<file path="config.mk">
export PLATFORM = sky130hd
export DESIGN_NAME = draw_circle_multi
export DESIGN_NICKNAME = d
export VERILOG_FILES = /design/src/rtl/draw_circle_multi.sv
export SDC_FILE = /design/constraint.sdc
export NUM_CORES = 2
export LEC_CHECK = 0
export ABC_CLOCK_PERIOD_IN_PS = 5810
export BUFFER_PORTS_ARGS = -buffer_cell sky130_fd_sc_hd__buf_2
export CORE_UTILIZATION = 50
export DETAILED_ROUTE_END_ITERATION = 16
export PLACE_DENSITY = 0.71
export SLEW_MARGIN = 20
export SYNTH_ARGS = -nofsm -noshare
export SYNTH_HDL_FRONTEND = slang
export SYNTH_SLANG_ARGS = --single-unit
</file>
<file path="constraint.sdc">
create_clock -name clk_in -period 5.81 [get_ports clk_in]
set_input_delay 1.162 -clock clk_in [delete_from_list [all_inputs] [get_ports clk_in]]
set_output_delay 1.162 -clock clk_in [all_outputs]
set_load 0.005 [all_outputs]
</file>
<file path="src/rtl/draw_circle_multi.sv">
// draw_circle_multi: double-buffered multi-slot circle renderer with a 4-stage pixel pipeline.
// Defining DRAW_CIRCLE_MULTI_RING_EN adds per-slot outline (ring) mode.
module draw_circle_multi #(
    parameter int          NUM_CIRCLES    = 4,
    parameter int          H_BITS         = 11,
    parameter int          V_BITS         = 10,
    parameter logic [23:0] BG_COLOR       = 24'h00_00_00,
    parameter int          RING_THICKNESS = 2,
    localparam int         IW             = (NUM_CIRCLES > 1) ? $clog2(NUM_CIRCLES) : 1
) (
    input  logic              clk_in,
    input  logic              rst_n_in,
    input  logic [H_BITS-1:0] hcount_in,
    input  logic [V_BITS-1:0] vcount_in,
    input  logic              pixel_valid_in,
    input  logic              frame_start_in,
    input  logic              wr_valid_in,
    input  logic [IW-1:0]     wr_idx_in,
    input  logic [H_BITS-1:0] wr_x1_in,
    input  logic [H_BITS-1:0] wr_x2_in,
    input  logic [V_BITS-1:0] wr_y1_in,
    input  logic [V_BITS-1:0] wr_y2_in,
    input  logic [23:0]       wr_color_in,
    input  logic              wr_en_in,
    input  logic              wr_ring_in,
    output logic [7:0]        red_out,
    output logic [7:0]        green_out,
    output logic [7:0]        blue_out,
    output logic              hit_out,
    output logic [IW-1:0]     hit_idx_out,
    output logic              pixel_valid_out
);
    localparam int C = (H_BITS > V_BITS) ? H_BITS : V_BITS;
    localparam int W = 2 * C;

    typedef struct packed {
        logic [H_BITS-1:0] r;
        logic [H_BITS-1:0] cx;
        logic [V_BITS-1:0] cy;
        logic [23:0]       col;
        logic              en;
`ifdef DRAW_CIRCLE_MULTI_RING_EN
        logic              ring;
`endif
    } slot_t;

    slot_t             sh  [NUM_CIRCLES];
    slot_t             act [NUM_CIRCLES];
    slot_t             nw;
    logic              n_v;
    logic [IW-1:0]     n_idx;
    logic [H_BITS-1:0] n_xlo, n_xhi;
    logic [V_BITS-1:0] n_ylo, n_yhi;
    logic [23:0]       n_col;
    logic              n_en;
`ifdef DRAW_CIRCLE_MULTI_RING_EN
    logic              n_ring;
`else
    logic              unused_ring;
    assign unused_ring = wr_ring_in ^ RING_THICKNESS[0];
`endif

    always_comb begin
        nw     = '0;
        nw.r   = (n_xhi - n_xlo) >> 1;
        nw.cx  = H_BITS'(({1'b0, n_xlo} + {1'b0, n_xhi}) >> 1);
        nw.cy  = V_BITS'(({1'b0, n_ylo} + {1'b0, n_yhi}) >> 1);
        nw.col = n_col;
        nw.en  = n_en;
`ifdef DRAW_CIRCLE_MULTI_RING_EN
        nw.ring = n_ring;
`endif
    end

    // Commit copies the shadow as it stood before this edge's shadow store.
    always_ff @(posedge clk_in or negedge rst_n_in) begin
        if (!rst_n_in) begin
            n_v   <= 1'b0;
            n_idx <= '0;
            n_xlo <= '0;
            n_xhi <= '0;
            n_ylo <= '0;
            n_yhi <= '0;
            n_col <= '0;
            n_en  <= 1'b0;
`ifdef DRAW_CIRCLE_MULTI_RING_EN
            n_ring <= 1'b0;
`endif
            for (int i = 0; i < NUM_CIRCLES; i++) begin
                sh[i]  <= '0;
                act[i] <= '0;
            end
        end else begin
            n_v   <= wr_valid_in && (int'(wr_idx_in) < NUM_CIRCLES);
            n_idx <= wr_idx_in;
            n_xlo <= (wr_x1_in < wr_x2_in) ? wr_x1_in : wr_x2_in;
            n_xhi <= (wr_x1_in < wr_x2_in) ? wr_x2_in : wr_x1_in;
            n_ylo <= (wr_y1_in < wr_y2_in) ? wr_y1_in : wr_y2_in;
            n_yhi <= (wr_y1_in < wr_y2_in) ? wr_y2_in : wr_y1_in;
            n_col <= wr_color_in;
            n_en  <= wr_en_in;
`ifdef DRAW_CIRCLE_MULTI_RING_EN
            n_ring <= wr_ring_in;
`endif
            if (n_v) sh[n_idx] <= nw;
            if (frame_start_in) act <= sh;
        end
    end

    logic              v1, v2, v3;
    logic [C-1:0]      dx_c   [NUM_CIRCLES];
    logic [C-1:0]      dy_c   [NUM_CIRCLES];
    logic [C-1:0]      s1_dx  [NUM_CIRCLES];
    logic [C-1:0]      s1_dy  [NUM_CIRCLES];
    logic [H_BITS-1:0] s1_r   [NUM_CIRCLES];
    logic              s1_en  [NUM_CIRCLES];
    logic [23:0]       s1_col [NUM_CIRCLES];
    logic [W-1:0]      s2_dx2 [NUM_CIRCLES];
    logic [W-1:0]      s2_dy2 [NUM_CIRCLES];
    logic [W-1:0]      s2_r2  [NUM_CIRCLES];
    logic              s2_en  [NUM_CIRCLES];
    logic [23:0]       s2_col [NUM_CIRCLES];
    logic [W:0]        sum_c  [NUM_CIRCLES];
    logic              hit_c  [NUM_CIRCLES];
    logic              s3_hit [NUM_CIRCLES];
    logic [23:0]       s3_col [NUM_CIRCLES];
`ifdef DRAW_CIRCLE_MULTI_RING_EN
    logic              s1_ring [NUM_CIRCLES];
    logic [H_BITS-1:0] rt_c    [NUM_CIRCLES];
    logic [W-1:0]      s2_rt2  [NUM_CIRCLES];
    logic              s2_ring [NUM_CIRCLES];
`endif
    logic              sel_hit;
    logic [IW-1:0]     sel_idx;
    logic [23:0]       sel_col;
    logic [23:0]       rgb;

    always_comb begin
        for (int i = 0; i < NUM_CIRCLES; i++) begin
            dx_c[i]  = C'((hcount_in >= act[i].cx) ? hcount_in - act[i].cx : act[i].cx - hcount_in);
            dy_c[i]  = C'((vcount_in >= act[i].cy) ? vcount_in - act[i].cy : act[i].cy - vcount_in);
            sum_c[i] = {1'b0, s2_dx2[i]} + {1'b0, s2_dy2[i]};
            hit_c[i] = s2_en[i] && (sum_c[i] <= {1'b0, s2_r2[i]});
`ifdef DRAW_CIRCLE_MULTI_RING_EN
            rt_c[i]  = s1_r[i] - H_BITS'(RING_THICKNESS);
            hit_c[i] = hit_c[i] && (!s2_ring[i] || sum_c[i] > {1'b0, s2_rt2[i]});
`endif
        end
    end

    // Lowest index wins: scan downward so the last match kept is the smallest.
    always_comb begin
        sel_hit = 1'b0;
        sel_idx = '0;
        sel_col = BG_COLOR;
        for (int i = NUM_CIRCLES - 1; i >= 0; i--) begin
            if (s3_hit[i]) begin
                sel_hit = 1'b1;
                sel_idx = IW'(i);
                sel_col = s3_col[i];
            end
        end
    end

    always_ff @(posedge clk_in or negedge rst_n_in) begin
        if (!rst_n_in) begin
            v1              <= 1'b0;
            v2              <= 1'b0;
            v3              <= 1'b0;
            rgb             <= BG_COLOR;
            hit_out         <= 1'b0;
            hit_idx_out     <= '0;
            pixel_valid_out <= 1'b0;
            for (int i = 0; i < NUM_CIRCLES; i++) begin
                s1_dx[i]  <= '0;
                s1_dy[i]  <= '0;
                s1_r[i]   <= '0;
                s1_en[i]  <= 1'b0;
                s1_col[i] <= '0;
                s2_dx2[i] <= '0;
                s2_dy2[i] <= '0;
                s2_r2[i]  <= '0;
                s2_en[i]  <= 1'b0;
                s2_col[i] <= '0;
                s3_hit[i] <= 1'b0;
                s3_col[i] <= '0;
`ifdef DRAW_CIRCLE_MULTI_RING_EN
                s1_ring[i] <= 1'b0;
                s2_rt2[i]  <= '0;
                s2_ring[i] <= 1'b0;
`endif
            end
        end else begin
            v1 <= pixel_valid_in;
            v2 <= v1;
            v3 <= v2;
            for (int i = 0; i < NUM_CIRCLES; i++) begin
                s1_dx[i]  <= dx_c[i];
                s1_dy[i]  <= dy_c[i];
                s1_r[i]   <= act[i].r;
                s1_en[i]  <= act[i].en;
                s1_col[i] <= act[i].col;
                s2_dx2[i] <= W'(s1_dx[i]) * W'(s1_dx[i]);
                s2_dy2[i] <= W'(s1_dy[i]) * W'(s1_dy[i]);
                s2_r2[i]  <= W'(s1_r[i]) * W'(s1_r[i]);
                s2_en[i]  <= s1_en[i];
                s2_col[i] <= s1_col[i];
                s3_hit[i] <= v2 && hit_c[i];
                s3_col[i] <= s2_col[i];
`ifdef DRAW_CIRCLE_MULTI_RING_EN
                s1_ring[i] <= act[i].ring;
                s2_rt2[i]  <= W'(rt_c[i]) * W'(rt_c[i]);
                s2_ring[i] <= s1_ring[i] && (int'(s1_r[i]) > RING_THICKNESS);
`endif
            end
            rgb             <= sel_col;
            hit_out         <= sel_hit;
            hit_idx_out     <= sel_idx;
            pixel_valid_out <= v3;
        end
    end

    assign red_out   = rgb[23:16];
    assign green_out = rgb[15:8];
    assign blue_out  = rgb[7:0];
endmodule

</file>
==> impl_results.md <==
- Status: finished, final reports clean
- Worst Setup SP: s1_dx[26]
- Slew headroom: 34.3%
- First-pass GRT wire length: 318000 um
- Worst slew pin tran: 0.986 ns
- Standard-cell rows: 153
- Post-DP HPWL: 144000 um
- CTS Sinks: 1229
- Reg2reg start: s1_dx[26]
- Crit path cell chain: inv_1, nor2_1, inv_1, fa_1, inv_1, fa_1, fa_1, fa_1, inv_1, fa_1, inv_1, ha_1, and3_1, nand3_1, a211o_1, a311oi_1, o21a_1, o21a_1, nor4_1, a311o_1
- Final Hold Fails: 0
- Gr usage total: 22.0%
- Clk_skew: 0.0367 ns
- Core area: 175000 um2
- Vias: 59300
- Top FF cell, synth: dfrtp_1
- Layout area overhead: 9.31%
- Crit path DAT: 6.22 ns
- Synthesized area: 88200 um2
- Critical Path Fanout Max: 10
- Synth area leaders: dfrtp_1 (35%), fa_1 (17%), ha_1 (14%)
- R2R Setup Slk: 0.24 ns
- Initial antenna violation count: 25
- Fmax: 179 MHz
- Remaining Overflow, GRT: 0
- Depth of the worst register-to-register path: 20
- Post-synth top area cell: dfrtp_1
- DIE AREA: 178000 um2
- Worst setup EP type: flop
- Remaining DRCs: 0
- # IOs: 124
- Avg Inst Size Synth: 10.2 um2
- Final period util: 95.9%
- WHS Path Cells: 0
- Vias in the first global route: 63300
- First DRT Iteration DRCs: 3889
- Drt total wl: 190000 um
- CTS tree: yes
- Reg2reg end: s2_dx2[65]
- Dpl ws: 0.136 ns
- Max H-tree Level: 4
- Seq/Total Area, Yosys: 34.9%
- Hold_sp: s2_col[48]
- Top cells by count, synth: inv_1 (1373), dfrtp_1 (1229), ha_1 (1004), nand2_1 (986), fa_1 (728)
- Synth cell types: 85
- Critical path startpoint category: flop
- Hold Path End: s3_col[48]
- DRT antenna net count: 0
- Setup Viol. Count Final: 0
- Min cycle time layout: 5.57 ns
- CP required: 6.46 ns
- I/O Buffers: 122
- Max-slew violations: 0
- Async set-reset flop share out of synthesis: 100%
- Multi-input logic area: 51300 um2
- Die Width: 422 um
- Syn Inst Count: 8635
- Die height: 422 um
- Most common cell in the netlist: inv_1
- Synthesis Warnings: 0
- Largest net degree at the start of global routing: 176
- CTS clk-pin slew, worst paths: 0.07 ns
- Max Cap Viol: 0
- Drt pass-1 iters: 5
- Reg area: 30800 um2
- Crit path largest cell delay: 0.52 ns
- Kind of critical path: reg -> reg
- CP max stage cell: fa_1
- Synth top area share: 34.9%
- Hold crit path type: reg -> reg
- Routed length per instance: 17.1 um
- Vias/cell: 5.31
- Share of cells above drive strength 1: 8.44%
- Num CTS Buffers: 133
- Initial core utilization: 50.5%
- Fin nets: 10600
- Clk root buf: clkbuf_16
- Fillers: 14800
- Fin worst setup slack: 0.236 ns
- Max Buffers Root-to-Sink: 3
- Post-synth EDFFs: 0
- GPL Wtd Cong: 0.869
- Clk Latency, worst-skew pair: 0.78 ns
- #FFs+latches synth: 1229
==> cell usage in the layout (no fill, tap or decap), types with 274 or more instances in the layout <==
cell type,n
o21ai_0,399
dfrtp_1,1217
xnor2_1,289
inv_1,1373
a21oi_1,331
nor2_1,274
ha_1,1004
nand2_1,986
fa_1,728
and2_1,319
==> cells by family (layout without fill, tap and decap cells) <==
logic type | Yosys count | in the layout | synth area share [%]
AND/OR/NAND/NOR | 2093 | 2093 | 11.1
adder cells (fa/ha/maj) | 1732 | 1732 | 30.8
buffers and inverters | 1653 | 1847 | 7.08
AO/OA/AOI/OAI | 1282 | 1282 | 9.14
flip-flops | 1229 | 1229 | 34.9
XOR/XNOR | 389 | 389 | 3.86
multiplexers | 256 | 256 | 3.19
other | 1 | 16 | 0.00425
==> state kept, by name (all words and copies together), names as in the netlist, 10 cells and up <==
signal and flops:
s2_dx2 84, n_yhi 10, n_ylo 10, act 224, rgb 24, s2_col 96
n_xhi 11, s2_r2 84, s2_dy2 84, s1_r 40, s1_dy 44, s1_col 96
n_xlo 11, sh 224, s1_dx 44, n_col 24, s3_col 96
==> worst max-delay path by stage <==
stage,slack [ns],depth (start not counted),to
floorplan,0.33,22,s2_dy2[87]
global placement,0.17,20,s2_dy2[65]
detailed placement,0.14,20,s2_dy2[65]
CTS,0.13,20,s2_dy2[65]
global route,-0.0004,20,s2_dy2[65]
finish,0.24,20,s2_dx2[65]
==> layout make-up <==
cell class	instances	share of cell area [%]
multi-input combinational	5754	53.2
sequential	1229	31.9
inverter	1373	5.34
clock buffer	173	3.85
tap	2325	3.02
timing repair buffer	233	1.66
clock inverter	68	0.972
antenna	14	0.0363
==> per-layer routing <==
metal	up-vias	global-route usage, %	share of wire, %	routed length (um)
li1	28000	-	-	-
met1	29900	28.4	43	81300
met2	1108	38.3	50	95000
met3	341	3.19	4.5	8590
met4	8	6.75	2.9	5480
met5	-	0	0.030	57
==> timing repair <==
item	4_1_cts	5_1_grt
setup endpoints to repair	0	11
setup buffers	0	1
resized for setup	0	19
hold buffers	0	0
==> metrics by stage <==
step                      setup TNS (ns)  hold slack, ns  cells  util [%]  cell area [um2]
after floorplan                        0           0.331   8636         -            88200
after global placement                 0           0.331  10900      52.5            91700
after detailed placement               0           0.335  10900      52.5            91700
after CTS                              0           0.340  11200      55.2            96300
after global routing           -0.000443           0.347  11200      55.2            96400
final                                  0           0.335  11200      55.2            96400
==> critical path: cells and delay by family, from the launching register on <==
kind,cells,cell delay (ns)
compound gates,5,1.29
fa+ha+maj,6,2.64
buf+inv,5,0.40
flops,1,0.49
simple gates,4,0.61
Power is left out: the tool's default activity adds up to more than one toggle a clock period on the data nets, which glitch-free logic cannot reach.
